==> src/rtl/stat_graph.sv <==
// stat_graph: population-history bar graph overlay.
//
// Counts live cells per generation, samples the closing count every SAMPLE_PERIOD
// generations into a WIDTH-entry circular history, and renders that history as a
// bar graph inside the window at (GRAPH_ORIGIN_X, GRAPH_ORIGIN_Y). The render path
// has a fixed 2-cycle latency. The syncs and blank pass through the same 2-cycle delay.
//
// Optional build macro STAT_GRAPH_AXIS_EN: when it is defined, the window draws the
// left column and the bottom row in AXIS_COLOR.
//
// Ports:
//   clk_in, rst_in            clock, asynchronous active-high reset
//   cell_valid_in             a cell result is presented this cycle
//   cell_alive_in             that cell is alive (qualified by cell_valid_in)
//   gen_done_in               single-cycle end-of-generation pulse
//   hcount_in, vcount_in      VGA raster position
//   hsync_in, vsync_in        VGA syncs
//   blank_in                  VGA blank
//   pixel_out                 graph colour, 0 = transparent
//   hsync_out, vsync_out      syncs delayed 2 cycles
//   blank_out                 blank delayed 2 cycles
module stat_graph #(
  parameter int unsigned SAMPLE_PERIOD  = 2,
  parameter int unsigned WIDTH          = 128,
  parameter int unsigned HEIGHT         = 128,
  parameter int unsigned SCALE_SHIFT    = 11,
  parameter int unsigned GRAPH_ORIGIN_X = 16,
  parameter int unsigned GRAPH_ORIGIN_Y = 16,
  parameter int unsigned HCOUNT_WIDTH   = 11,
  parameter int unsigned VCOUNT_WIDTH   = 10,
`ifdef STAT_GRAPH_AXIS_EN
  parameter logic [11:0] AXIS_COLOR     = 12'hFFF,
`endif
  parameter logic [11:0] GRAPH_COLOR    = 12'hF80
) (
  input  logic                    clk_in,
  input  logic                    rst_in,
  input  logic                    cell_valid_in,
  input  logic                    cell_alive_in,
  input  logic                    gen_done_in,
  input  logic [HCOUNT_WIDTH-1:0] hcount_in,
  input  logic [VCOUNT_WIDTH-1:0] vcount_in,
  input  logic                    hsync_in,
  input  logic                    vsync_in,
  input  logic                    blank_in,
  output logic [11:0]             pixel_out,
  output logic                    hsync_out,
  output logic                    vsync_out,
  output logic                    blank_out
);

  localparam int unsigned XW = $clog2(WIDTH);
  localparam int unsigned YW = $clog2(HEIGHT);
  localparam int unsigned CW = XW + 1;
  localparam int unsigned PW = 18;

  typedef logic [HCOUNT_WIDTH:0] hx_t;
  typedef logic [VCOUNT_WIDTH:0] vy_t;
  typedef logic [HCOUNT_WIDTH-1:0] hc_t;
  typedef logic [VCOUNT_WIDTH-1:0] vc_t;
  typedef logic [XW-1:0] x_t;
  typedef logic [YW-1:0] y_t;
  typedef logic [CW-1:0] c_t;
  typedef logic [PW-1:0] p_t;

  localparam p_t  POP_MAX  = '1;
  localparam logic [7:0] GEN_LAST = 8'(SAMPLE_PERIOD - 1);
  localparam c_t  CNT_FULL = c_t'(WIDTH);
  localparam y_t  Y_TOP    = y_t'(HEIGHT - 1);
  localparam p_t  H_CLAMP  = p_t'(HEIGHT - 1);
  localparam hx_t X_LO     = hx_t'(GRAPH_ORIGIN_X);
  localparam hx_t X_HI     = hx_t'(GRAPH_ORIGIN_X + WIDTH);
  localparam vy_t Y_LO     = vy_t'(GRAPH_ORIGIN_Y);
  localparam vy_t Y_HI     = vy_t'(GRAPH_ORIGIN_Y + HEIGHT);

  // ---------------------------------------------------------------------------
  // Population counting and sampling
  // ---------------------------------------------------------------------------
  p_t         pop_cnt_q, pop_cnt_d, closing, scaled;
  logic [7:0] gen_cnt_q, gen_cnt_d;
  x_t         wr_ptr_q;
  c_t         sample_cnt_q;
  y_t         h_new;
  logic       cell_hit, sample_now;

  always_comb begin
    cell_hit = cell_valid_in & cell_alive_in;
    // A cell arriving with gen_done_in still belongs to the closing generation.
    closing  = pop_cnt_q;
    if (cell_hit && (pop_cnt_q != POP_MAX)) closing = pop_cnt_q + 1'b1;
    pop_cnt_d  = gen_done_in ? '0 : closing;
    sample_now = gen_done_in && (gen_cnt_q == GEN_LAST);
    gen_cnt_d  = gen_cnt_q;
    if (gen_done_in) gen_cnt_d = sample_now ? '0 : gen_cnt_q + 1'b1;
    scaled = closing >> SCALE_SHIFT;
    h_new  = (scaled > H_CLAMP) ? Y_TOP : scaled[YW-1:0];
  end

  always_ff @(posedge clk_in or posedge rst_in) begin
    if (rst_in) begin
      pop_cnt_q    <= '0;
      gen_cnt_q    <= '0;
      wr_ptr_q     <= '0;
      sample_cnt_q <= '0;
    end else begin
      pop_cnt_q <= pop_cnt_d;
      gen_cnt_q <= gen_cnt_d;
      if (sample_now) begin
        wr_ptr_q <= wr_ptr_q + 1'b1;
        if (sample_cnt_q != CNT_FULL) sample_cnt_q <= sample_cnt_q + 1'b1;
      end
    end
  end

  // History RAM. It has no reset: sample_cnt_q masks the columns that were never written.
  y_t hist [WIDTH];

  always_ff @(posedge clk_in) begin
    if (sample_now) hist[wr_ptr_q] <= h_new;
  end

  // ---------------------------------------------------------------------------
  // Render stage 1: window decode and synchronous history read
  // ---------------------------------------------------------------------------
  logic in_win;
  x_t   x_s1, rd_idx;
  y_t   y_s1;

  always_comb begin
    in_win = ({1'b0, hcount_in} >= X_LO) && ({1'b0, hcount_in} < X_HI) &&
             ({1'b0, vcount_in} >= Y_LO) && ({1'b0, vcount_in} < Y_HI);
    x_s1   = x_t'(hcount_in - hc_t'(GRAPH_ORIGIN_X));
    y_s1   = y_t'(vcount_in - vc_t'(GRAPH_ORIGIN_Y));
    // Once the history is full, the oldest entry sits at wr_ptr and is drawn leftmost.
    rd_idx = (sample_cnt_q == CNT_FULL) ? x_t'(wr_ptr_q + x_s1) : x_s1;
  end

  y_t rd_h_q;

  always_ff @(posedge clk_in) begin
    rd_h_q <= hist[rd_idx];
  end

  logic win_q, hsync_q, vsync_q, blank_q;
  x_t   x_q;
  y_t   y_q;

  always_ff @(posedge clk_in or posedge rst_in) begin
    if (rst_in) begin
      win_q   <= 1'b0;
      x_q     <= '0;
      y_q     <= '0;
      hsync_q <= 1'b0;
      vsync_q <= 1'b0;
      blank_q <= 1'b0;
    end else begin
      win_q   <= in_win;
      x_q     <= x_s1;
      y_q     <= y_s1;
      hsync_q <= hsync_in;
      vsync_q <= vsync_in;
      blank_q <= blank_in;
    end
  end

  // ---------------------------------------------------------------------------
  // Render stage 2: bar compare and output register
  // ---------------------------------------------------------------------------
  logic        col_valid, lit;
  logic [11:0] pixel_d;

  always_comb begin
    col_valid = {1'b0, x_q} < sample_cnt_q;
    // The bar grows upward from the bottom row, so h = 0 lights only that row.
    lit       = win_q && col_valid && ((Y_TOP - y_q) <= rd_h_q);
    pixel_d   = lit ? GRAPH_COLOR : 12'h000;
`ifdef STAT_GRAPH_AXIS_EN
    if (win_q && ((x_q == '0) || (y_q == Y_TOP))) pixel_d = AXIS_COLOR;
`endif
    if (blank_q) pixel_d = 12'h000;
  end

  always_ff @(posedge clk_in or posedge rst_in) begin
    if (rst_in) begin
      pixel_out <= '0;
      hsync_out <= 1'b0;
      vsync_out <= 1'b0;
      blank_out <= 1'b0;
    end else begin
      pixel_out <= pixel_d;
      hsync_out <= hsync_q;
      vsync_out <= vsync_q;
      blank_out <= blank_q;
    end
  end

endmodule

==> config.mk <==
export PLATFORM = sky130hd
export DESIGN_NAME = stat_graph
export DESIGN_NICKNAME = d
export VERILOG_FILES = /design/src/rtl/stat_graph.sv
export SDC_FILE = /design/constraint.sdc
export NUM_CORES = 1
export LEC_CHECK = 0
export CAP_MARGIN = 25
export CORE_ASPECT_RATIO = 0.9
export CORE_MARGIN = 10
export CORE_UTILIZATION = 50
export CTS_BUF_LIST = sky130_fd_sc_hd__clkbuf_8 sky130_fd_sc_hd__clkbuf_16
export DETAILED_ROUTE_END_ITERATION = 10
export GPL_ROUTABILITY_DRIVEN = 1
export PLACE_DENSITY = 0.66
export RECOVER_POWER = 25
export SLEW_MARGIN = 20
export SYNTH_ARGS = -nofsm -noshare
export SYNTH_HDL_FRONTEND = slang
export SYNTH_SLANG_ARGS = --single-unit
==> constraint.sdc <==
create_clock -name clk_in -period 14.98 [get_ports clk_in]
set_input_delay 3.745 -clock clk_in [delete_from_list [all_inputs] [get_ports clk_in]]
set_output_delay 3.745 -clock clk_in [all_outputs]
set_load 0.05 [all_outputs]
Yosys cells after proc, flatten, opt, wreduce, memory -nomap -nowiden
Memories as Yosys holds them, arrays and structs flattened. A register that Yosys moved wholly into a read port is not among the register bits.
Index checks and enable logic that the tools add are counted.
{"block": "totals", "memories": 1, "word_cells": 54, "out_inout_bits": 15, "regBits": 74, "ramBits": 896}
{"block": "op_classes", "eq_ne": 4, "n_bitwise": 1, "n_addsub": 8, "muxes": 9, "reduce_logical": 9, "magnitude_cmp": 7}
{"memory": "hist", "depth": 128, "word_bits": 7, "read_ports": 1, "rd_ports_with_merged_regs": 1, "wr": 1, "line_no": "116", "rtl": "y_t hist [WIDTH];"}
{"operator": "18-bit two-way mux", "n": 2}
{"operator": "12-bit two-way mux", "n": 2}
{"operator": "18-bit by 1-bit adder with 18-bit output (second input constant)", "n": 1}
{"operator": "18-bit != test (second input constant)", "n": 1}
{"operator": "8-bit by 1-bit adder with 8-bit output (second input constant)", "n": 2}
{"operator": "7-bit two-way mux", "n": 2}
{"operator": "7-bit by 5-bit subtractor with 7-bit output (second input constant)", "n": 2}
{"operator": "11-bit by 5-bit >= comparator with 1-bit output (second input constant)", "n": 1}
{"operator": "11-bit by 8-bit < comparator with 1-bit output (second input constant)", "n": 1}
{"operator": "10-bit by 5-bit >= comparator with 1-bit output (second input constant)", "n": 1}
{"operator": "10-bit by 8-bit < comparator with 1-bit output (second input constant)", "n": 1}
{"operator": "8-bit by 1-bit == test with 1-bit output (second input constant)", "n": 1}
{"operator": "8-bit == test (second input constant)", "n": 1}
{"operator": "7-bit by 8-bit < comparator with 1-bit output", "n": 1}
{"operator": "8-bit two-way mux", "n": 1}
{"operator": "8-bit != test (second input constant)", "n": 1}
{"operator": "7-bit by 1-bit adder with 7-bit output (second input constant)", "n": 1}
{"operator": "7-bit adder", "n": 1}
{"operator": "7-bit > comparator (second input constant)", "n": 1}
{"operator": "7-bit less-or-equal comparator", "n": 1}
{"operator": "1-bit logical AND", "n": 7}
{"operator": "7-bit subtractor (first input constant)", "n": 1}
{"operator": "1-bit two-way mux", "n": 2}
{"operator": "2-bit AND reduction", "n": 1}
{"operator": "other kinds (2)", "n": 2}

Depth between registers and ports, before layout
{"block": "depth", "word_depth": 5, "ltp_mapped": 16, "depth_no_buf": 12}

Worst setup path after synthesis
Ideal clock, no wire load.
{"block": "synth_path", "kind": "input to register", "start": "in cell_valid_in", "end": "mem hist[0][6] (netlist bit) (data pin)", "arrival_ns": 8.506, "stages": 6, "path_buffers": 0, "path_slack_ns": 5.541, "path_cell_list": "nand2_1 a31oi_1 nand4_1 nor2_1 nand4_1 xnor2_1"}
{"block": "synth_between", "elab_chain_cells": 5}
{"item": "from (decl)", "line_no": "38", "rtl": "input logic cell_valid_in,"}
{"item": "1-bit AND (*)", "line_no": "87", "rtl": "cell_hit = cell_valid_in & cell_alive_in;"}
{"item": "1-bit logical AND (*)", "line_no": "90", "rtl": "if (cell_hit && (pop_cnt_q != POP_MAX)) closing = pop_cnt_q + 1'b1;"}
{"item": "18-bit two-way mux (*)", "line_no": "90"}
{"item": "7-bit > comparator", "line_no": "96", "rtl": "h_new = (scaled > H_CLAMP) ? Y_TOP : scaled[YW-1:0];"}
{"item": "7-bit two-way mux (*)", "line_no": "96"}
{"item": "net h_new[6]", "line_no": "83", "rtl": "y_t h_new;"}
{"item": "to (decl)", "line_no": "116"}
Mark *: on every way through the listed nets, which the timed path passes. The rest lies on a longest branch. The select of a mux whose other input is x is not followed.

Final worst setup path
{"block": "layout_path", "start": "in cell_valid_in", "end": "mem hist[58][5] (netlist bit) (data pin)"}
Same word-level chain as after synthesis.

==> key figures <==
Status
  – Status: finished, violations left
  – Failing checks: max-capacitance violations, max-slew violations

Floorplan
  – Core Footprint: 0.07792 mm2
  – Die ar.: 0.09022 mm2
  – Placement row count: 97
  – Initial cell density of the core: 0.5044
  – Die height: 286.0 um
  – Die width: 315.5 um
  – I/O pins: 44

Logic synthesis
  – Synthesized flop and latch total: 966
  – Area share of xor/xnor cells in the synthesized design: 0.008023
  – Cells after synthesis: 2674
  – Syn Area/Cell: 14.70 um2
  – Mux cell area share after synthesis: 0.05776
  – Largest family of logic cells by synthesized area: simple AND/OR/NAND/NOR gates
  – Post-synthesis compound-gate area fraction: 0.06680
  – Post-synth top area share: 0.6847
  – Syn. warnings: 0
  – Mapped cell area: 0.03930 mm2
  – Post-synth EDFFs: 896
  – Yosys top cell by area: edfxtp_1
  – Main synth FF type: edfxtp_1
  – Synth cell types: 85
  – Synthesized-area fraction occupied by adder cells: 0.009743
  – Post-synthesis sequential area ratio: 0.7283
  – Simple-Gate Fraction of Synth Area: 0.1035
  – Ys async rst share: 0.06522
  – Largest cells by area after synthesis: edfxtp_1 68%, nand2_1 4.4%, dfrtp_1 4.0%, mux4_2 2.9%, mux2i_1 2.9%

Worst setup path
  – Buf/Inv on CP: 2
  – Critical-path maximum fanout: 95
  – CP top delay family: buffers and inverters
  – Cell Chain, Critical Path: dlygate4sd3_1 > nand2_1 > nor3_1 > o21a_1 > clkbuf_1
  – CP max-delay cell: clkbuf_1
  – WP data required: 14.79 ns
  – Arr. time, crit path: 9.03 ns
  – Critical path type: primary input to flop
  – Startpoint types: primary input
  – Max incr delay on CP: 3.17 ns
  – Worst setup EP type: flop

Min path
  – Worst Hold Class: flop to flop

Clocking
  – CTS max path bufs: 3
  – CTS tree: yes
  – Clk sink count: 966
  – Setup repair bufs after CTS: 0
  – CTS Hold Buffers Added: 0
  – CTS Root Buffer Type: clkbuf_16
  – H-tree levels: 3
  – Clk Latency, worst-skew pair: 0.66 ns
  – Clock slew at reported path FFs: 0.06 ns
  – Post-cts resize count: 0
  – CTS Buf Count: 95

STA
  – Slew HR: -1.951
  – Tcrit/Tclk final: 0.6151
  – Fmax: 108.5 MHz
  – Worst Tran Pin Value: 4.427 ns
  – Final Max Slew Viols: 457
  – Setup TNS: 0 ns
  – Unrepaired setup endpoints after global routing: false
  – Fin crit period: 9.214 ns
  – Setup violators final: 0
  – Clk_skew: 0.02300 ns
  – Final hold violation count: 0

Route
  – DR pass1 iterations: 6
  – Via density: 6.430
  – Drt initial violations: 3426
  – DR vias: 24540
  – Wire length per cell: 29.05 um
  – Final wirelength: 110.9 mm
  – Post-route DRC: 0
  – Post-route ant nets: 0

Cells and area
  – Share of layout cells above drive strength 1: 0.09481
  – Area growth from synthesis to layout: 10.97%
  – # fillers: 6121
  – NumNets Final: 2755
  – Design Area, Final: 0.04361 mm2

Global routing
  – Met3 Use GR: 0.07007
  – Met2 Usage GRT: 0.3497
  – Initial antenna violation count: 2
  – Vias in the first global route: 23650
  – GRT busiest layer: met2
  – Largest net degree at the start of global routing: 175
  – Met1 usage: 0.3442
  – First-pass GRT wire length: 161.8 mm
  – GRT overflow: 0
  – Total track usage: 0.2412

Power
  – Cell Pwr Density: 130.5 mW/mm2
  – Max VDD drop: 113.5 uV
  – Pleak: 0.01489 uW

Placed design
  – Global placement routability congestion: 0.9046
  – DPL Wire Length: 64.87 mm
  – Placed cell area: 0.04062 mm2
  – IO buf count: 36

Job
  – Maxcap violations: 9
-- cell usage after synthesis (all sizes together), types with 8 or more instances --
cell / instances
a2111oi: 10
a211oi: 20
a21oi: 77
a221oi: 12
a22oi: 14
a311oi: 10
a31oi: 27
a32o: 9
a32oi: 84
and3: 29
buf: 100
clkbuf: 65
dfrtp: 63
edfxtp: 896
ha: 29
inv: 37
mux2i: 112
mux4: 50
nand2: 466
nand3: 132
nand4: 36
nor2: 179
nor2b: 13
nor3: 16
nor4: 9
o21a: 8
o21ai: 30
o22ai: 11
or3: 9
xnor2: 24
xor2: 12
-- registers in the layout, indices dropped and copies added (netlist names) --
signal and count:
pixel_out 1, x_q 7, pop_cnt_q 18, win_q 1
gen_cnt_q 8, vsync_out 1, hsync_out 1, sample_cnt_q 8
hist 896, vsync_q 1, wr_ptr_q 7, rd_h_q 7
hsync_q 1, blank_out 1, blank_q 1, y_q 7
-- where the power goes --
group          internal (uW)  total (uW)  switching (uW)  leakage [uW]
Clock                   1300        2320            1020       0.00157
Combinational            129         396             267       0.00411
Sequential              2930        2980            45.4       0.00922
Total                   4360        5690            1330        0.0149
-- routing by layer --
metal | wire length (um) | share of wire
met4 | 3820 | 0.034
met1 | 44380 | 0.40
met3 | 14190 | 0.13
met2 | 48500 | 0.44
met5 | 16 | 0.00014
-- logic make-up after synthesis --
logic type | count (synthesis)
flip-flops | 966
AND/OR/NAND/NOR | 919
AO/OA/AOI/OAI | 356
buffers and inverters | 202
multiplexers | 164
XOR/XNOR | 36
adder cells (fa/ha/maj) | 30
other | 1
-- cell usage in the layout, fill, tap and decap left out, types with 12 or more instances in the layout --
cell type        instances
nand3_1                129
edfxtp_1               896
mux2i_1                112
a21oi_1                 77
and3_1                  29
o21ai_0                 23
xnor2_1                 20
a211oi_1                18
dlygate4sd3_1           24
a22oi_1                 14
clkbuf_16               99
a32oi_1                 83
a31oi_1                 27
clkinv_1                19
clkinv_2                25
mux4_2                  50
nor3_1                  15
clkdlybuf4s50_1         12
inv_1                   55
dfrtp_1                 63
nand4_1                 36
nand2_1                463
ha_1                    29
nor2_1                 175
nor2b_1                 13
buf_4                   36
-- worst paths after layout --
check	slack [ns]	start	to	depth (start not counted)
worst max-delay path	5.77	cell_valid_in	hist[58][5]	5
worst min-delay path	0.35	vsync_q	vsync_out	0
worst min register to register	0.35	vsync_q	vsync_out	0
worst max register to register	8.28	pop_cnt_q[4]	hist[58][5]	6
min in group asynchronous	4.79	rst_in	hsync_q	3
max in group asynchronous	8.32	rst_in	y_q[0]	3
-- final cells by class --
class,instances,area (um2),area share
flip-flops and latches,966,28620,0.6564
multi-input cells,1512,9798,0.2247
clock buffers,103,2532,0.05807
well taps,1039,1300,0.02981
repair buffers,84,739.5,0.01696
clock inverters,72,466.7,0.01070
inverters,37,138.9,0.003185
diodes,4,10.01,0.0002295
-- stage by stage --
| stage | total power (uW) | hold slack, ns | util | cells | setup slack [ns] |
|---|---|---|---|---|---|
| floorplan | 3276 | 0.3312 | - | 2680 | 5.541 |
| global placement | 3409 | 0.3372 | 0.5214 | 3637 | 6.313 |
| detailed placement | 3419 | 0.3410 | 0.5214 | 3637 | 6.234 |
| CTS | 5691 | 0.3545 | 0.5599 | 3812 | 6.901 |
| global route | 5843 | 0.3614 | 0.5595 | 3813 | 5.477 |
| finish | 5692 | 0.3546 | 0.5597 | 3817 | 5.766 |
No activity file was read; power rests on OpenSTA's default activity.
